--- src/rtl/msu_audio_out_if.sv ---
`timescale 1ns/1ps
// Signals between the MSU audio output stage, the sample FIFO, the stream controller and the mixer.
// master = the audio output block; slave = its surroundings.
interface msu_audio_out_if;
    logic        audio_play;
    logic [7:0]  volume;
    logic [15:0] fifo_dout;
    logic [10:0] fifo_usedw;
    logic        fifo_rd;
    logic [15:0] audio_l;
    logic [15:0] audio_r;
    logic        sample_strobe;
    logic        underflow;

    modport master (
        input  audio_play, volume, fifo_dout, fifo_usedw,
        output fifo_rd, audio_l, audio_r, sample_strobe, underflow
    );

    modport slave (
        output audio_play, volume, fifo_dout, fifo_usedw,
        input  fifo_rd, audio_l, audio_r, sample_strobe, underflow
    );
endinterface

--- src/rtl/msu_audio_out.sv ---
`timescale 1ns/1ps
// MSU-1 audio output: drift-free sample tick, stereo pair fetch from the FIFO,
// and volume scaling with a one-step-per-sample ramp.
module msu_audio_out #(
    parameter int unsigned CLK_HZ    = 21477272,
    parameter int unsigned SAMPLE_HZ = 44100
) (
    input  logic            clk,
    input  logic            reset,
    msu_audio_out_if.master bus
);
    typedef enum logic [1:0] {IDLE, CAP_L, CAP_R, SCALE} state_t;

    state_t      state_reg, state_next;
    logic [31:0] acc_reg, acc_next;
    logic [32:0] acc_sum;
    logic        tick_reg, tick_next;
    logic [7:0]  cur_vol_reg, cur_vol_next, vol_target;
    logic [8:0]  gain;
    logic [15:0] raw_l_reg, raw_r_reg, r_src;
    logic        rd_tail_reg;
    logic [15:0] audio_l_reg, audio_r_reg;
    logic        fifo_rd_reg, fifo_rd_next;
    logic        underflow_reg, underflow_next;
    logic        strobe_reg, strobe_next;
    logic        pair_avail;

    // Fractional accumulator: the remainder carries over, so the tick rate has no long-term drift.
    always_comb begin
        acc_sum = {1'b0, acc_reg} + 33'(SAMPLE_HZ);
        if (acc_sum >= 33'(CLK_HZ)) begin
            acc_next  = 32'(acc_sum - 33'(CLK_HZ));
            tick_next = 1'b1;
        end else begin
            acc_next  = acc_sum[31:0];
            tick_next = 1'b0;
        end
    end

    always_comb begin
        vol_target   = bus.audio_play ? bus.volume : 8'd0;
        cur_vol_next = cur_vol_reg;
        if (tick_reg) begin
            if (cur_vol_reg < vol_target)
                cur_vol_next = cur_vol_reg + 8'd1;
            else if (cur_vol_reg > vol_target)
                cur_vol_next = cur_vol_reg - 8'd1;
        end
    end

    // 255 maps to 256 so full volume is an exact pass-through.
    assign gain = {1'b0, cur_vol_reg} + {8'd0, cur_vol_reg[7]};

    function automatic logic [15:0] scale(input logic [15:0] s, input logic [8:0] g);
        logic signed [24:0] prod;
        prod = $signed({{9{s[15]}}, s}) * $signed({16'd0, g});
        return 16'(prod >>> 8);
    endfunction

    assign pair_avail = (bus.fifo_usedw >= 11'd2);

    always_ff @(posedge clk) begin
        if (reset)
            state_reg <= IDLE;
        else
            state_reg <= state_next;
    end

    always_comb begin
        state_next = state_reg;
        case (state_reg)
            IDLE:    if (tick_reg) state_next = bus.audio_play && pair_avail ? CAP_L : SCALE;
            CAP_L:   state_next = CAP_R;
            CAP_R:   state_next = SCALE;
            SCALE:   state_next = IDLE;
            default: state_next = IDLE;
        endcase
    end

    always_comb begin
        fifo_rd_next   = 1'b0;
        underflow_next = 1'b0;
        strobe_next    = 1'b0;
        case (state_reg)
            IDLE: begin
                if (tick_reg && bus.audio_play) begin
                    fifo_rd_next   = pair_avail;
                    underflow_next = !pair_avail;
                end
            end
            CAP_L:   fifo_rd_next = 1'b1;
            SCALE:   strobe_next  = 1'b1;
            default: ;
        endcase
    end

    // The FIFO is non-show-ahead: each word lands one cycle after its read strobe, so the
    // left word is on fifo_dout during CAP_R and the right word during SCALE.
    assign r_src = rd_tail_reg ? bus.fifo_dout : raw_r_reg;

    always_ff @(posedge clk) begin
        if (reset) begin
            acc_reg       <= 32'd0;
            tick_reg      <= 1'b0;
            cur_vol_reg   <= 8'd0;
            raw_l_reg     <= 16'd0;
            raw_r_reg     <= 16'd0;
            rd_tail_reg   <= 1'b0;
            audio_l_reg   <= 16'd0;
            audio_r_reg   <= 16'd0;
            fifo_rd_reg   <= 1'b0;
            underflow_reg <= 1'b0;
            strobe_reg    <= 1'b0;
        end else begin
            acc_reg       <= acc_next;
            tick_reg      <= tick_next;
            cur_vol_reg   <= cur_vol_next;
            rd_tail_reg   <= (state_reg == CAP_R);
            fifo_rd_reg   <= fifo_rd_next;
            underflow_reg <= underflow_next;
            strobe_reg    <= strobe_next;
            if (state_reg == CAP_R)
                raw_l_reg <= bus.fifo_dout;
            if (state_reg == SCALE) begin
                raw_r_reg   <= r_src;
                audio_l_reg <= scale(raw_l_reg, gain);
                audio_r_reg <= scale(r_src, gain);
            end
        end
    end

    assign bus.fifo_rd       = fifo_rd_reg;
    assign bus.underflow     = underflow_reg;
    assign bus.sample_strobe = strobe_reg;
    assign bus.audio_l       = audio_l_reg;
    assign bus.audio_r       = audio_r_reg;
endmodule

--- src/flat_wrapper.sv ---
// flat-port wrapper written by rule: the top's interface ports become plain ports
module msu_audio_out_flat 
#(
    parameter int unsigned CLK_HZ    = 21477272,
    parameter int unsigned SAMPLE_HZ = 44100
)
  (clk, reset, bus_audio_play, bus_volume, bus_fifo_dout, bus_fifo_usedw, bus_fifo_rd, bus_audio_l, bus_audio_r, bus_sample_strobe, bus_underflow);
  msu_audio_out_if bus_i ();
  input  logic clk;
  input  logic reset;
  input wire logic [$bits(bus_i.audio_play)-1:0] bus_audio_play;
  input wire logic [$bits(bus_i.volume)-1:0] bus_volume;
  input wire logic [$bits(bus_i.fifo_dout)-1:0] bus_fifo_dout;
  input wire logic [$bits(bus_i.fifo_usedw)-1:0] bus_fifo_usedw;
  output wire logic [$bits(bus_i.fifo_rd)-1:0] bus_fifo_rd;
  output wire logic [$bits(bus_i.audio_l)-1:0] bus_audio_l;
  output wire logic [$bits(bus_i.audio_r)-1:0] bus_audio_r;
  output wire logic [$bits(bus_i.sample_strobe)-1:0] bus_sample_strobe;
  output wire logic [$bits(bus_i.underflow)-1:0] bus_underflow;
  assign bus_i.audio_play = bus_audio_play;
  assign bus_i.volume = bus_volume;
  assign bus_i.fifo_dout = bus_fifo_dout;
  assign bus_i.fifo_usedw = bus_fifo_usedw;
  assign bus_fifo_rd = bus_i.fifo_rd;
  assign bus_audio_l = bus_i.audio_l;
  assign bus_audio_r = bus_i.audio_r;
  assign bus_sample_strobe = bus_i.sample_strobe;
  assign bus_underflow = bus_i.underflow;
  msu_audio_out #(.CLK_HZ(CLK_HZ), .SAMPLE_HZ(SAMPLE_HZ)) u_core (.clk(clk), .reset(reset), .bus(bus_i));
endmodule
--- config.mk ---
export PLATFORM = sky130hd
export DESIGN_NAME = msu_audio_out_flat
export DESIGN_NICKNAME = d
export VERILOG_FILES = /design/src/rtl/msu_audio_out_if.sv /design/src/rtl/msu_audio_out.sv /design/src/flat_wrapper.sv
export SDC_FILE = /design/constraint.sdc
export NUM_CORES = 1
export LEC_CHECK = 0
export ABC_AREA = 1
export CORE_MARGIN = 4
export CORE_UTILIZATION = 50
export CTS_BUF_LIST = sky130_fd_sc_hd__clkbuf_4
export DETAILED_ROUTE_END_ITERATION = 8
export PLACE_DENSITY_LB_ADDON = 0.05
export SLEW_MARGIN = 10
export SYNTH_ARGS = -nofsm -noshare
export SYNTH_HDL_FRONTEND = slang
export SYNTH_SLANG_ARGS = --single-unit
--- constraint.sdc ---
create_clock -name clk -period 11 [get_ports clk]
set_input_delay 1.65 -clock clk [delete_from_list [all_inputs] [get_ports clk]]
set_output_delay 1.65 -clock clk [all_outputs]
set_load 0.02 [all_outputs]
==> impl_metrics.ini, run 1 <==
[synth]
synth-seq-cells = 109
synth_edf_count = 0
synth.net_count = 2780
synth_common_cells = nand2_1 (533), inv_1 (479), nor2_1 (300)
ys_async_sr_fraction_pct = 0
synth_cell_types = 44
synth_top_area_cell = fa_1
synth_seq_area_share_pct = 13.08
synthDominantCellAreaShare_pct = 27.47
netlist_area_um2 = 16690
synth.most_common_cell = nand2_1
synth_warnings = 0
syn_inst = 2390
syn_area_per_cell_um2 = 6.983
synth_ff_type = dfxtp_1
synth_area_leaders = fa_1 (27%), dfxtp_1 (13%), nand2_1 (12%), inv_1 (11%), ha_1 (9.2%)

[critical_path]
cp_top_family = adder cells
cp_common_cell = nand2_1
critical_path_class = flop to flop
crit_path_max_fanout = 17
critPathCaptureType = flop
path_depth = 28
crit_required_ns = 11.47
cp_num_buf_inv = 5
critPathSlowestCell = inv_1
max_stage_delay_ns = 0.75
worstPathArrival_ns = 8.09
ff2ff_path_depth = 28
critPathLaunchType = flop

[route]
vias_per_cell = 5.202
wl_per_cell_um = 15.09
vias = 14950
drt_iter0_drc = 919
drc = 0
ant_nets = 0
drt_pass1_iterations = 5
finalWirelength_mm = 43.37

[die]
die_h_um = 190.7
core.rowCount = 66
core_region_area_um2 = 32700
boundaryPins = 73
dieArea_um2 = 36360
start_util_pct = 51.03
die_w_um = 190.7

[clocking]
cts_root_buf = clkbuf_4
clk_pin_slew_ns = 0.20
cts_sinks = 109
cts_tree = built
cts_buffers = 9
cts_resized = 0
cts_hold_buf = 0
h-tree-depth = 3
postCtsSetupBuffers = 0
cts_buffer_depth = 2
clock_latency_ns = 0.57

[job]
cap_violations = 0

[power]
power_mw = 3.524
ir_drop_mv = 0.08336
p_leak_nw = 9.444
power_density_nw_per_um2 = 196.4

[timing]
finalCritPeriodShare_pct = 69.35
slew_headroom_pct = 30.78
setup_violations = 0
finClkSkew_ns = 0.02572
rsz0062_at_grt = false
tightestPinTransition_ns = 1.037
setup_tns_ns = 0
drv_slew = 0
max_freq_mhz = 131.1
finalHoldViolCount = 0
period_needed_ns = 7.628
timing.hold.ws_ns = 0.5099

[grt]
grt_pass1_wl_mm = 72.89
grt_antenna_before_repair = 1
grt_max_degree = 64
grt_usage_pct = 24.75
grt_pass1_vias = 14850
overflow = 0

[final_layout]
largest_register_ffs = 30
nets = 2814
areaGrowthSynthToFinish_pct = 7.527
fillers = 3298
seq_area_um2 = 2182
fin_area_um2 = 17940
drive_gt1_share_pct = 4.240
multi_input_area_um2 = 12400

[hold_path]
hold_depth = 2
min_path_type = flop to flop

[run_status]
status = finished, final reports clean

[placement]
gp_congestion = 0.9238
placed_cell_area_um2 = 17800
io_buffers = 71
hpwl_mm = 34.02
[cell families after synthesis]
logic type | Yosys count | share of synthesized area [%]
buf+inv | 559 | 12.72
compound gates | 282 | 9.297
fa+ha+maj | 352 | 36.69
simple gates | 1049 | 26.17
xor+xnor | 39 | 2.047
flops | 109 | 13.08
[routing by layer]
metal	part of all wire [%]	GRT usage (%)	vias up
met2	48	42.39	346
li1	-	-	7365
met4	2.0	6.354	0
met5	0	0	-
met3	4.6	2.801	50
met1	46	33.63	7190
[cells in the final DEF (no fill, tap or decap), types with 2 or more instances in the layout]
cell type        instances
diode_2                  3
clkinv_4                 2
inv_2                   18
a31oi_1                  7
a21o_1                   7
ha_1                   122
nand2_1                533
nor3_2                   2
nand3_2                  2
clkinv_1                 2
a21oi_2                  3
dfxtp_1                109
o21ai_1                  6
inv_6                    2
fa_1                   229
clkbuf_4                10
xnor2_1                 15
nand4_1                 25
nor3_1                  11
a211oi_1                 3
nor2_4                   4
a221oi_1                 2
clkdlybuf4s50_1         70
nand3_1                117
inv_1                  478
a21oi_1                120
o21ai_0                100
o21bai_1                11
nand3b_1                 7
nor2_1                 299
buf_4                   13
nor4_1                   5
and2_1                   2
or2_2                    8
o21a_1                   5
o211ai_1                15
xor2_1                  23
nand2_2                 16
nor2_2                  15
[through the flow]
step | cells | utilization, % | setup WS (ns)
2_1_floorplan | 2390 | - | 4.583
3_3_place_gp | 2855 | 54.44 | 3.332
3_5_place_dp | 2855 | 54.44 | 3.335
4_1_cts | 2871 | 54.85 | 3.383
5_1_grt | 2874 | 54.87 | 2.766
6_report | 2874 | 54.87 | 3.372
[tightest hold or removal path, cell delays in order, from the launching register on]
cell	delay (ns)
dfxtp_1	0.37
o211ai_1	0.08
inv_1	0.05
[area by class of cell]
| cell class | count | share of cell area (%) |
|---|---|---|
| inverter | 498 | 10.42 |
| clock buffer | 10 | 0.4184 |
| timing repair buffer | 84 | 4.476 |
| antenna | 3 | 0.04184 |
| sequential | 109 | 12.16 |
| clock inverter | 6 | 0.3277 |
| tap | 442 | 3.082 |
| multi-input combinational | 1722 | 69.08 |
[final timing paths]
check,startpoint,to,slack [ns]
worst max-delay path,u_core.cur_vol_reg[0]$_SDFFE_PP0P_,u_core.bus.audio_r[13]$_SDFFE_PP0P_,3.37
worst min-delay path,u_core.bus.audio_l[3]$_SDFFE_PP0P_,u_core.bus.audio_l[3]$_SDFFE_PP0P_,0.51
worst max register to register,u_core.cur_vol_reg[0]$_SDFFE_PP0P_,u_core.bus.audio_r[13]$_SDFFE_PP0P_,3.37
worst min register to register,u_core.bus.audio_l[3]$_SDFFE_PP0P_,u_core.bus.audio_l[3]$_SDFFE_PP0P_,0.51
[where the power goes]
group	internal [mW]	leakage, nW	switching (mW)
combinational	0.897	8.48	1.74
clock	0.0532	0.0704	0.174
sequential	0.510	0.894	0.145
total	1.46	9.44	2.06
No activity file was read; power rests on OpenSTA's default activity.
==> run 2, diff against run 1 <==
clock period = 6.13 ns   (was 11 ns; I/O delays follow)
==> impl_metrics.ini, run 2 (synthesized netlist as in run 1, its figures left out) <==
[final_layout]
areaGrowthSynthToFinish_pct = 19.33
layout_common_cells = nand2_1 (519), inv_1 (472), nor2_1 (279)
utilization_pct = 60.90
fillers = 3067
final_common_cell = nand2_1
drive_gt1_share_pct = 14.35
fin_area_um2 = 19910
nets = 2991
largest_register_ffs = 30

[clocking]
h-tree-depth = 3
cts_buffer_depth = 2
cts_buffers = 9
cts_root_buf = clkbuf_4
clk_pin_slew_ns = 0.20
cts_sinks = 109
cts_tree = built
clock_latency_ns = 0.57
cts_hold_buf = 0

[grt]
grt_max_degree = 64
grt_pass1_wl_mm = 75.02
grt_pass1_vias = 15520
overflow = 0
grt_usage_pct = 25.32
grt_antenna_before_repair = 1

[hold_path]
min_path_type = flop to flop
hold_start = u_core.bus.audio_l[12]$_SDFFE_PP0P_

[power]
p_leak_nw = 10.38
ir_drop_mv = 0.1944
power_density_nw_per_um2 = 369.0

[critical_path]
rrSetupSlack_ns = 0.19
critPathCaptureType = flop
crit_end = u_core.bus.audio_l[13]$_SDFFE_PP0P_
r2r_start = u_core.cur_vol_reg[0]$_SDFFE_PP0P_
critPathLaunchType = flop
path_depth = 29
critPathSlowestCell = fa_1
critical_path_class = flop to flop
crit_path_max_fanout = 12
worstPathArrival_ns = 6.44
startpoint = u_core.cur_vol_reg[0]$_SDFFE_PP0P_
cp_common_cell = inv_1
cp_num_buf_inv = 10
ff2ff_path_depth = 29
cp_top_family = adder cells
reg2reg_to = u_core.bus.audio_l[13]$_SDFFE_PP0P_
crit_required_ns = 6.63
max_stage_delay_ns = 0.56

[placement]
hpwl_mm = 36.21
io_buffers = 71
gp_congestion = 0.9133
placed_cell_area_um2 = 19080

[route]
finalWirelength_mm = 45.32
vias_per_cell = 5.092
ant_nets = 0
drc = 0
drt_iter0_drc = 927
vias = 15530
drt_pass1_iterations = 6
wl_per_cell_um = 14.86

[die]
core_region_area_um2 = 32700
die_h_um = 190.7
start_util_pct = 51.03
dieArea_um2 = 36360
boundaryPins = 73
core.rowCount = 66
die_w_um = 190.7

[timing]
finalHoldViolCount = 0
tightestPinTransition_ns = 0.9642
setup_violations = 0
finalCritPeriodShare_pct = 96.94
max_freq_mhz = 168.3
rsz0062_at_grt = true
finClkSkew_ns = 0.02889
slew_headroom_pct = 35.65
drv_slew = 0
period_needed_ns = 5.942

[job]
cap_violations = 0

[run_status]
status = finished, final reports clean
[run 2: cell count changes in the layout (fill, tap and decap cells not counted), moves of 15 or more]
cell and change:
a21oi_2 +19, nor2_2 +15, buf_4 +162, nor2_1 -20
a21oi_1 -21
[run 2: how the worst min path moves through the flow]
stage                                                      to  cells after the start  slack [ns]
after floorplan             u_core.raw_r_reg[12]$_SDFFE_PP0P_                      2        0.44
after global placement      u_core.raw_r_reg[12]$_SDFFE_PP0P_                      2        0.46
after detailed placement    u_core.raw_r_reg[12]$_SDFFE_PP0P_                      2        0.47
after CTS                   u_core.raw_r_reg[12]$_SDFFE_PP0P_                      2        0.52
after global routing      u_core.bus.audio_l[12]$_SDFFE_PP0P_                      2        0.55
final                     u_core.bus.audio_l[12]$_SDFFE_PP0P_                      2        0.51
[run 2: worst register-to-register path, delay by kind of cell, from the launching register on]
kind	cells	cell delay, ns
flops	1	0.37
compound gates	1	0.12
simple gates	10	1.42
fa+ha+maj	8	2.94
buf+inv	10	1.01
[run 2: per-stage QoR]
stage	cells	setup TNS [ns]	setup slack (ns)	hold WS (ns)	power [mW]
after detailed placement	3019	-3.642	-0.3907	0.4679	6.545
after global placement	3019	-2.527	-0.3247	0.4577	6.441
after CTS	3037	0	0.003298	0.5166	7.000
final	3049	0	0.1875	0.5116	7.349
after floorplan	2390	0	0.06672	0.4441	4.710
after global routing	3049	-1.140	-0.1505	0.5479	8.213
[run 2: layout make-up]
cell class / count / area, um^2 / share of cell area (%)
well taps: 442 / 553.0 / 2.777
multi-input cells: 1722 / 12900 / 64.77
diodes: 1 / 2.502 / 0.01257
clock buffers: 9 / 67.56 / 0.3393
repair buffers: 261 / 2268 / 11.39
flip-flops and latches: 109 / 2185 / 10.97
clock inverters: 7 / 65.06 / 0.3267
inverters: 498 / 1874 / 9.412
[run 2: power breakdown]
group / internal, mW / switching [mW]
logic: 2.34 / 3.44
clock network: 0.0923 / 0.313
registers: 0.916 / 0.246
total: 3.35 / 4.00
[run 2: timing repair]
action / CTS / global route
gates cloned: 0 / 3
setup endpoints to repair: 13 / 24
resized for setup: 9 / 124
setup buffers: 3 / 8
pin swaps: 4 / 45
[run 2: metal layers]
| metal | up-vias | wire length, um | global-route usage (%) |
|---|---|---|---|
| met5 | - | 0 | 0 |
| met4 | 0 | 976 | 6.768 |
| met3 | 57 | 2042 | 2.563 |
| met2 | 364 | 22060 | 43.73 |
| met1 | 7380 | 20240 | 34.16 |
| li1 | 7726 | - | - |
==> run 3, diff against run 2 <==
PLACE_DENSITY = 0.7   (was default)
PLACE_DENSITY_LB_ADDON = default   (was 0.05)
==> impl_metrics.ini, run 3 (synthesized netlist as in run 1, its figures left out) <==
[grt]
grt_max_degree = 63
grtUsageMet3_pct = 2.893
grt_antenna_before_repair = 1
grt_pass1_vias = 15650
globalRouteMet1Util_pct = 33.89
busiest_layer = met2
overflow = 0
met2_usage_pct = 43.40
grt_usage_pct = 25.21
grt_pass1_wl_mm = 75.16

[power]
p_leak_nw = 10.35
ir_drop_mv = 0.2007
share_seq_of_total_power_pct = 15.9
power_density_nw_per_um2 = 372.3
p_switching_mw = 4.067
clock_power_share_pct = 5.7
combPwrFrac_pct = 78.4
power_mw = 7.417
power.internal_mw = 3.350
swShare_pct = 54.84

[final_layout]
largest_register_ffs = 30
layout_common_cells = nand2_1 (511), inv_1 (466), nor2_1 (288)
nets = 2978
fillers = 2984
final_common_cell = nand2_1
drive_gt1_share_pct = 14.85
seq_area_um2 = 2186
areaGrowthSynthToFinish_pct = 19.37
multi_input_area_um2 = 12980
fin_area_um2 = 19920

[placement]
dp_slack_ns = -0.5104
hpwl_mm = 35.79
gp_congestion = 0.9245
placed_cell_area_um2 = 18940
io_buffers = 71

[route]
finalWirelength_mm = 45.51
drc = 0
wl_per_cell_um = 14.99
ant_nets = 0
vias_per_cell = 5.222
drt_iter0_drc = 1164
drt_pass1_iterations = 6
vias = 15850

[timing]
finalCritPeriodShare_pct = 96.95
finClkSkew_ns = 0.03887
finalHoldViolCount = 0
fin_ws_ns = 0.1871
max_freq_mhz = 168.3
drv_slew = 0
period_needed_ns = 5.943
setup_violations = 0
slew_headroom_pct = 34.80
setup_tns_ns = 0
tightestPinTransition_ns = 0.9768

[die]
die_h_um = 190.7
dieArea_um2 = 36360
start_util_pct = 51.03
core_region_area_um2 = 32700
boundaryPins = 73
core.rowCount = 66
die_w_um = 190.7

[clocking]
cts_tree = built
cts_buffer_depth = 2
cts_sinks = 109
h-tree-depth = 3
clk_pin_slew_ns = 0.23
cts_buffers = 9
cts_root_buf = clkbuf_4
cts_hold_buf = 0
clock_latency_ns = 0.59

[job]
cap_violations = 0

[critical_path]
crit_path_max_fanout = 7
crit_required_ns = 6.64
critPathCaptureType = flop
critPathSlowestCell = fa_1
worstPathArrival_ns = 6.45
cp_common_cell = fa_1
critical_path_class = flop to flop
critPathLaunchType = flop
max_stage_delay_ns = 0.54

[hold_path]
min_path_type = flop to flop

[run_status]
status = finished, final reports clean
==> run 3: path summary, 6_finish.rpt <==
check	start	endpoint	slack (ns)	depth (start not counted)
worst min register to register	u_core.bus.audio_r[1]$_SDFFE_PP0P_	u_core.bus.audio_r[1]$_SDFFE_PP0P_	0.51	2
worst min-delay path	u_core.bus.audio_r[1]$_SDFFE_PP0P_	u_core.bus.audio_r[1]$_SDFFE_PP0P_	0.51	2
worst max-delay path	u_core.cur_vol_reg[7]$_SDFFE_PP0P_	u_core.bus.audio_l[14]$_SDFFE_PP0P_	0.19	29
worst max register to register	u_core.cur_vol_reg[7]$_SDFFE_PP0P_	u_core.bus.audio_l[14]$_SDFFE_PP0P_	0.19	29
==> run 3: power groups by stage <==
| stage | Sequential, mW | Combinational, mW | Clock, mW |
|---|---|---|---|
| 2_1_floorplan | 1.13 | 3.58 | 0 |
| 3_3_place_gp | 1.17 | 5.16 | 0 |
| 3_5_place_dp | 1.17 | 5.28 | 0 |
| 4_1_cts | 1.16 | 5.34 | 0.446 |
| 5_1_grt | 1.21 | 6.57 | 0.466 |
| 6_report | 1.18 | 5.82 | 0.425 |
==> run 3: routing by layer <==
layer / vias to the layer above / share of wire (%)
li1: 7712 / -
met5: - / 0
met4: 0 / 2.7
met3: 76 / 5.7
met1: 7609 / 43
met2: 457 / 48
==> run 3: per-stage QoR <==
step	hold WS (ns)	std cells	util, %
6_report	0.5069	3036	60.92
5_1_grt	0.5450	3036	60.92
3_5_place_dp	0.4675	3002	57.93
4_1_cts	0.5113	3018	58.52
3_3_place_gp	0.4562	3002	57.93
2_1_floorplan	0.4441	2390	-
==> run 3: what timing repair did <==
| action | CTS | global route |
|---|---|---|
| setup buffers | 0 | 15 |
| hold endpoints to repair | 0 | 0 |
| pin swaps | 4 | 57 |
| cloned | 0 | 2 |
| gates resized for setup | 14 | 150 |
| setup endpoints to repair | 12 | 27 |
==> run 3: cell type report <==
| cell class | instances | area share (%) |
|---|---|---|
| Antenna cell | 1 | 0.01256 |
| Clock buffer | 9 | 0.3392 |
| Clock inverter | 7 | 0.4145 |
| Inverter | 498 | 9.421 |
| Multi-Input combinational cell | 1722 | 65.17 |
| Sequential cell | 109 | 10.97 |
| Tap cell | 442 | 2.776 |
| Timing Repair Buffer | 248 | 10.89 |
==> run 3: worst max-delay path: cells and delay by family, from the launching register on <==
kind,cells,cell delay [ns]
AO/OA/AOI/OAI,5,0.75
adder cells (fa/ha/maj),8,3.05
buffers and inverters,10,0.98
flip-flops,1,0.40
AND/OR/NAND/NOR,6,0.65
